$ cat config.mk
export PLATFORM = sky130hd
export DESIGN_NAME = answer_scheduler
export DESIGN_NICKNAME = d
export VERILOG_FILES = /design/src/rtl/answer_pkg.sv /design/src/rtl/rr_arbiter4.sv /design/src/rtl/answer_scheduler.sv
export SDC_FILE = /design/constraint.sdc
export NUM_CORES = 1
export LEC_CHECK = 0
export BUFFER_PORTS_ARGS = -buffer_cell sky130_fd_sc_hd__buf_2
export CORE_MARGIN = 3
export CORE_UTILIZATION = 45
export DETAILED_ROUTE_END_ITERATION = 16
export PLACE_DENSITY = 0.65
export SLEW_MARGIN = 40
export SYNTH_ARGS = -nofsm -noshare
export SYNTH_HDL_FRONTEND = slang
export SYNTH_HIERARCHICAL = 1
export SYNTH_SLANG_ARGS = --single-unit
$ cat constraint.sdc
create_clock -name clkout -period 4.3 [get_ports clkout]
set_clock_uncertainty 0.05 [all_clocks]
set_input_delay 0.43 -clock clkout [delete_from_list [all_inputs] [get_ports clkout]]
set_output_delay 0.43 -clock clkout [all_outputs]
set_load 0.01 [all_outputs]
$ cat src/rtl/answer_pkg.sv
// Shared types and constants for the quiz answer scheduler.
// Score saturation helpers keep the arithmetic identical wherever it is used.
package answer_pkg;

    typedef enum logic [1:0] {
        StIdle   = 2'd0,
        StOpen   = 2'd1,
        StAnswer = 2'd2,
        StShow   = 2'd3
    } state_e;

    localparam int unsigned MAX_SCORE = 99;
    localparam int unsigned MIN_ID    = 1;
    localparam int unsigned MAX_ID    = 99;

    function automatic logic [7:0] sat_add(input logic [7:0] s, input int unsigned pts);
        if (32'(s) + pts > MAX_SCORE) begin
            return 8'(MAX_SCORE);
        end
        return s + 8'(pts);
    endfunction

    function automatic logic [7:0] sat_sub(input logic [7:0] s, input int unsigned pts);
        if (32'(s) < pts) begin
            return 8'd0;
        end
        return s - 8'(pts);
    endfunction

endpackage

$ cat src/rtl/rr_arbiter4.sv
// Four-way combinational round-robin arbiter.
// The request vector is rotated so that bit 0 is the pointer position, then priority-encoded.
module rr_arbiter4 (
    input  logic [3:0] req,
    input  logic [1:0] ptr,
    output logic       gnt_valid,
    output logic [1:0] gnt_idx
);

    logic [7:0] dbl;
    logic [3:0] rot;
    logic [1:0] off;

    always_comb begin
        dbl = {req, req} >> ptr;
        rot = dbl[3:0];
        off = 2'd0;
        if (rot[0]) begin
            off = 2'd0;
        end else if (rot[1]) begin
            off = 2'd1;
        end else if (rot[2]) begin
            off = 2'd2;
        end else if (rot[3]) begin
            off = 2'd3;
        end
        gnt_valid = |req;
        gnt_idx   = ptr + off;
    end

endmodule

$ cat src/rtl/answer_scheduler.sv
// Quiz-show buzzer scheduler: arbitrates buzzers, times answers, keeps per-player scores.
// All outputs come straight from flops.
module answer_scheduler
    import answer_pkg::*;
#(
    parameter int unsigned PTS_OK      = 2,
    parameter int unsigned PTS_BAD     = 1,
    parameter int unsigned ANS_TIMEOUT = 200,
    parameter int unsigned SHOW_CYCLES = 4
) (
    input  logic       clkout,
    input  logic       rst_n,
    input  logic       start,
    input  logic [3:0] buzz,
    input  logic       judge_ok,
    input  logic       judge_bad,
    output logic [1:0] player,
    output logic [7:0] score,
    output logic [7:0] problemID,
    output logic       show,
    output logic [1:0] state,
    output logic [3:0] lock
);

    localparam int unsigned TimerW = $clog2(ANS_TIMEOUT + 1);
    localparam int unsigned ShowW  = $clog2(SHOW_CYCLES + 1);
    localparam logic [TimerW-1:0] TimerLast = TimerW'(ANS_TIMEOUT - 1);
    localparam logic [ShowW-1:0]  ShowLast  = ShowW'(SHOW_CYCLES - 1);

    state_e            state_q, state_d;
    logic [1:0]        player_q, player_d;
    logic [7:0]        scores_q [4];
    logic [7:0]        scores_d [4];
    logic [7:0]        score_q, score_d;
    logic [7:0]        problem_id_q, problem_id_d;
    logic              show_q, show_d;
    logic [3:0]        lock_q, lock_d;
    logic [1:0]        rr_ptr_q, rr_ptr_d;
    logic [TimerW-1:0] timer_q, timer_d;
    logic [ShowW-1:0]  show_cnt_q, show_cnt_d;

    logic       gnt_valid;
    logic [1:0] gnt_idx;
    logic       timeout, judge_good, judge_wrong;
    logic [3:0] lock_wrong;

    rr_arbiter4 u_arb (
        .req       (buzz & ~lock_q),
        .ptr       (rr_ptr_q),
        .gnt_valid (gnt_valid),
        .gnt_idx   (gnt_idx)
    );

    // Conflicting judgements cancel; the timer alone can still force a wrong answer.
    assign timeout     = (timer_q == TimerLast);
    assign judge_good  = judge_ok & ~judge_bad;
    assign judge_wrong = (judge_bad & ~judge_ok) | (timeout & ~judge_good);
    assign lock_wrong  = lock_q | (4'b0001 << player_q);

    always_ff @(posedge clkout or negedge rst_n) begin
        if (!rst_n) begin
            state_q <= StIdle;
        end else begin
            state_q <= state_d;
        end
    end

    always_comb begin
        state_d = state_q;
        unique case (state_q)
            StIdle:   if (start) state_d = StOpen;
            StOpen:   if (gnt_valid) state_d = StAnswer;
            StAnswer: begin
                if (judge_good) begin
                    state_d = StShow;
                end else if (judge_wrong) begin
                    state_d = (&lock_wrong) ? StShow : StOpen;
                end
            end
            StShow:   if (show_cnt_q == ShowLast) state_d = StIdle;
        endcase
    end

    always_comb begin
        player_d     = player_q;
        scores_d     = scores_q;
        problem_id_d = problem_id_q;
        lock_d       = lock_q;
        rr_ptr_d     = rr_ptr_q;
        timer_d      = timer_q;
        show_cnt_d   = show_cnt_q;
        unique case (state_q)
            StIdle: if (start) lock_d = 4'b0000;
            StOpen: begin
                if (gnt_valid) begin
                    player_d = gnt_idx;
                    rr_ptr_d = gnt_idx + 2'd1;
                    timer_d  = '0;
                end
            end
            StAnswer: begin
                timer_d = timer_q + 1'b1;
                if (judge_good) begin
                    scores_d[player_q] = sat_add(scores_q[player_q], PTS_OK);
                    show_cnt_d         = '0;
                end else if (judge_wrong) begin
                    scores_d[player_q] = sat_sub(scores_q[player_q], PTS_BAD);
                    lock_d             = lock_wrong;
                    show_cnt_d         = '0;
                end
            end
            StShow: begin
                show_cnt_d = show_cnt_q + 1'b1;
                if (show_cnt_q == ShowLast) begin
                    show_cnt_d   = '0;
                    problem_id_d = (problem_id_q == 8'(MAX_ID)) ? 8'(MIN_ID)
                                                                : problem_id_q + 8'd1;
                end
            end
        endcase
    end

    always_comb begin
        show_d  = (state_d == StShow);
        score_d = scores_d[player_d];
    end

    always_ff @(posedge clkout or negedge rst_n) begin
        if (!rst_n) begin
            player_q     <= 2'd0;
            for (int i = 0; i < 4; i++) begin
                scores_q[i] <= 8'd0;
            end
            score_q      <= 8'd0;
            problem_id_q <= 8'(MIN_ID);
            show_q       <= 1'b0;
            lock_q       <= 4'b0000;
            rr_ptr_q     <= 2'd0;
            timer_q      <= '0;
            show_cnt_q   <= '0;
        end else begin
            player_q     <= player_d;
            scores_q     <= scores_d;
            score_q      <= score_d;
            problem_id_q <= problem_id_d;
            show_q       <= show_d;
            lock_q       <= lock_d;
            rr_ptr_q     <= rr_ptr_d;
            timer_q      <= timer_d;
            show_cnt_q   <= show_cnt_d;
        end
    end

    assign player    = player_q;
    assign score     = score_q;
    assign problemID = problem_id_q;
    assign show      = show_q;
    assign state     = state_q;
    assign lock      = lock_q;

endmodule

==> results.py <==
metrics = {
    "run_status": {
        "run_status": "finished with violations",
        "failed_checks": "hold timing",
    },
    "grt": {
        "grt.total_usage_pct": 24.4,
        "grt_max_degree": 71,
        "overflow": 0,
        "grt_pass1_wl_mm": 22.2,
        "grt_pass1_vias": 4348,
        "antenna_found_initial": 0,
    },
    "detailed_routing": {
        "wirelength_met1_mm": 5.88,
        "via_count": 4479,
        "vias_per_cell": 6.26,
        "drtAntennaViolNets": 0,
        "wl_mm": 13.6,
        "drc": 0,
        "wire_per_inst_um": 19.0,
        "drtIter0Drc": 334,
        "wl_met3_mm": 1.02,
        "wl_met2_mm": 6.34,
        "top_layer_used": "met4",
        "drt-pass1-iter-count": 5,
    },
    "clocking": {
        "post-cts-setup-buffer-count": 0,
        "htreeDepth": 3,
        "clkTransAtPathRegs_ns": 0.09,
        "cts_root_buf": "clkbuf_8",
        "cts_tree": "built",
        "cts_sinks": 70,
        "clk_path_buf_depth": 2,
        "ctsHoldBuffers": 0,
        "insertion_delay_ns": 0.36,
        "post_cts_resize_count": 0,
        "cts-buffers-inserted": 9,
    },
    "sta": {
        "max_freq_mhz": 265,
        "final_hold_viol_count": 4,
        "rsz0062_at_grt": "false",
        "hold_ws_ns": -0.000669,
        "setup_viol": 0,
        "tns_ns": 0,
        "tightest_slew_ns": 0.774,
        "period_share_pct": 87.6,
        "fin_crit_ns": 3.77,
        "slew_headroom_pct": 48.3,
        "maxSlewViolCount": 0,
    },
    "power": {
        "clkPwrFrac_pct": 13.5,
        "p_sw_mw": 2.18,
        "swShare_pct": 49.6,
        "p_comb_share_pct": 60.2,
        "power.internal_mw": 2.22,
        "leakagePower_nw": 2.28,
        "p_per_area_nw_per_um2": 844,
        "pwr-share-seq_pct": 26.3,
        "peakVddDrop_mv": 0.445,
    },
    "synthesis": {
        "yosys_register_bits": 70,
        "synth_area_um2": 4670,
        "syn_area_per_cell_um2": 8.50,
        "async_reset_ff_share_pct": 100,
        "synth_flop_cell": "dfrtp_1",
        "netlist_instances": 550,
        "yosysWarnings": 6,
        "synth_cell_types": 67,
        "seq_area_frac_synth_pct": 37.5,
        "synth_edf_count": 0,
        "synth_nets": 568,
    },
    "die": {
        "io_pins": 34,
        "core_area_um2": 9950,
        "start_util_pct": 47.0,
        "rows": 36,
        "die_w_um": 108,
        "die-area_um2": 11600,
        "chipHeight_um": 108,
    },
    "flow_run": {
        "drv_cap": 0,
    },
    "setup_path": {
        "worstSetupEndpointType": "flip-flop",
        "start_kind": "flip-flop",
        "cp.arrival_ns": 3.97,
        "cp_top_family": "multiplexers",
        "critPathRequiredTime_ns": 4.50,
        "path_cells": "mux4_1 -> ha_1 -> xnor2_1 -> and3_1 -> nor2_1 -> nor3_2 -> a32oi_1 -> a22o_1",
        "cp_slowest_cell": "mux4_1",
        "crit_buf_inv": 0,
        "critPathKind": "reg -> reg",
        "cp_max_fo": 13,
        "cp_slowest_stage_delay_ns": 0.81,
    },
    "worst_hold_path": {
        "hold_class": "in -> async",
    },
    "finish": {
        "drive_gt1_share_pct": 14.6,
        "stdcell_count": 715,
        "fillers": 975,
        "stdcell_area_um2": 5210,
        "nets": 595,
        "synthToLayoutAreaGrowth_pct": 11.4,
        "antennaDiodeCount": 0,
    },
    "place": {
        "io_buffers": 33,
        "placed_area_um2": 4990,
        "dp.cells": 699,
        "dp_hpwl_mm": 9.66,
        "routabilityCongestion": 0.923,
    },
}
## final timing paths
kind	to	slack [ns]	startpoint	cells after the start
setup / recovery	score[0]$_DFF_PN0_	0.53	player[0]$_DFF_PN0_	8
hold / removal	scores_q[30]$_DFF_PN0_	-0.0007	rst_n	1
setup reg to reg	score[0]$_DFF_PN0_	0.53	player[0]$_DFF_PN0_	8
hold reg to reg	problemID[7]$_DFFE_PN0P_	0.45	problemID[7]$_DFFE_PN0P_	1
max in group asynchronous	scores_q[19]$_DFF_PN0_	3.70	rst_n	1
min in group clkout	state[0]$_DFF_PN0_	0.34	start	2
## flip-flops by register name (all words and copies together), names as in the netlist
register,cells
state,2
show,1
show_cnt_q,3
lock,4
player,2
rr_ptr_q,2
score,8
timer_q,8
problemID,8
scores_q,32
## per-stage QoR
| step | power, mW | utilization [%] | setup WS, ns |
|---|---|---|---|
| after global routing | 4.73 | 52.3 | 0.242 |
| after CTS | 4.35 | 52.3 | 0.557 |
| after floorplan | 3.01 | - | 1.09 |
| after global placement | 3.69 | 50.0 | 0.667 |
| after detailed placement | 3.73 | 50.2 | 0.585 |
| final | 4.39 | 52.3 | 0.532 |
## Yosys cell counts (7+ instances only)
cell      instances  area, um2
nand2_1          88        330
dfrtp_1          69       1730
nor2_1           51        191
o21ai_0          44        220
a21oi_1          31        155
clkbuf_1         16       60.1
nand3_1          15       75.1
nor2b_1          13       81.3
inv_1            12       45.0
nor3_1           12       60.1
a22o_1           11       96.3
a31oi_1          11       68.8
nand4_1          10       62.6
buf_2             9       45.0
ha_1              9        113
nand2b_1          9       56.3
mux2i_1           8       80.1
o22ai_1           8       50.1
a21o_1            7       52.6
a22oi_1           7       52.6
and3_1            7       43.8
xnor2_1           7       61.3
## cell usage in the layout (no fill, tap or decap), drive strengths merged, types with 10 or more instances in the layout
cell	synthesis	layout
nor2	51	51
inv	13	13
nand2	88	88
nor3	14	14
clkbuf	16	10
nor2b	14	14
buf	13	45
a21oi	31	31
a31oi	11	11
dfrtp	69	69
nand3	15	15
nand4	10	10
o21ai	45	45
a22o	11	11
## power groups by stage
stage / clock network [mW] / logic (mW) / registers [mW]
floorplan: 0 / 1.93 / 1.08
global placement: 0 / 2.53 / 1.15
detailed placement: 0 / 2.57 / 1.16
CTS: 0.606 / 2.59 / 1.15
global route: 0.638 / 2.90 / 1.19
finish: 0.594 / 2.65 / 1.15
## area by class of cell
class / instances / area (um2) / area share, %
clock buffers: 10 / 128 / 2.45
clock inverters: 6 / 87.6 / 1.68
inverters: 13 / 48.8 / 0.937
multi-input cells: 438 / 2760 / 53.1
flip-flops and latches: 70 / 1750 / 33.7
well taps: 133 / 166 / 3.20
repair buffers: 45 / 262 / 5.02
## worst reg2reg max path, delay by kind of cell (launching register included)
| kind | cells | cell delay [ns] |
|---|---|---|
| AOI/OAI and AO/OA | 2 | 0.40 |
| adders and majority gates | 1 | 0.42 |
| muxes | 1 | 0.82 |
| xor gates and xnor gates | 1 | 0.39 |
| DFF | 1 | 0.77 |
| and+or+nand+nor | 3 | 0.79 |
## cell families after synthesis
logic type	synth area share, %
xor+xnor	2.25
fa+ha+maj	2.41
buf+inv	3.85
flops	37.5
simple gates	24.3
compound gates	23.0
mux	6.77
## metal layers
metal | GRT usage [%] | vias up
met1 | 32.4 | 2144
met3 | 5.46 | 42
met2 | 39.3 | 217
met4 | 8.48 | 0
li1 | - | 2076
met5 | 0 | -
(Power assumes the default switching activity.)
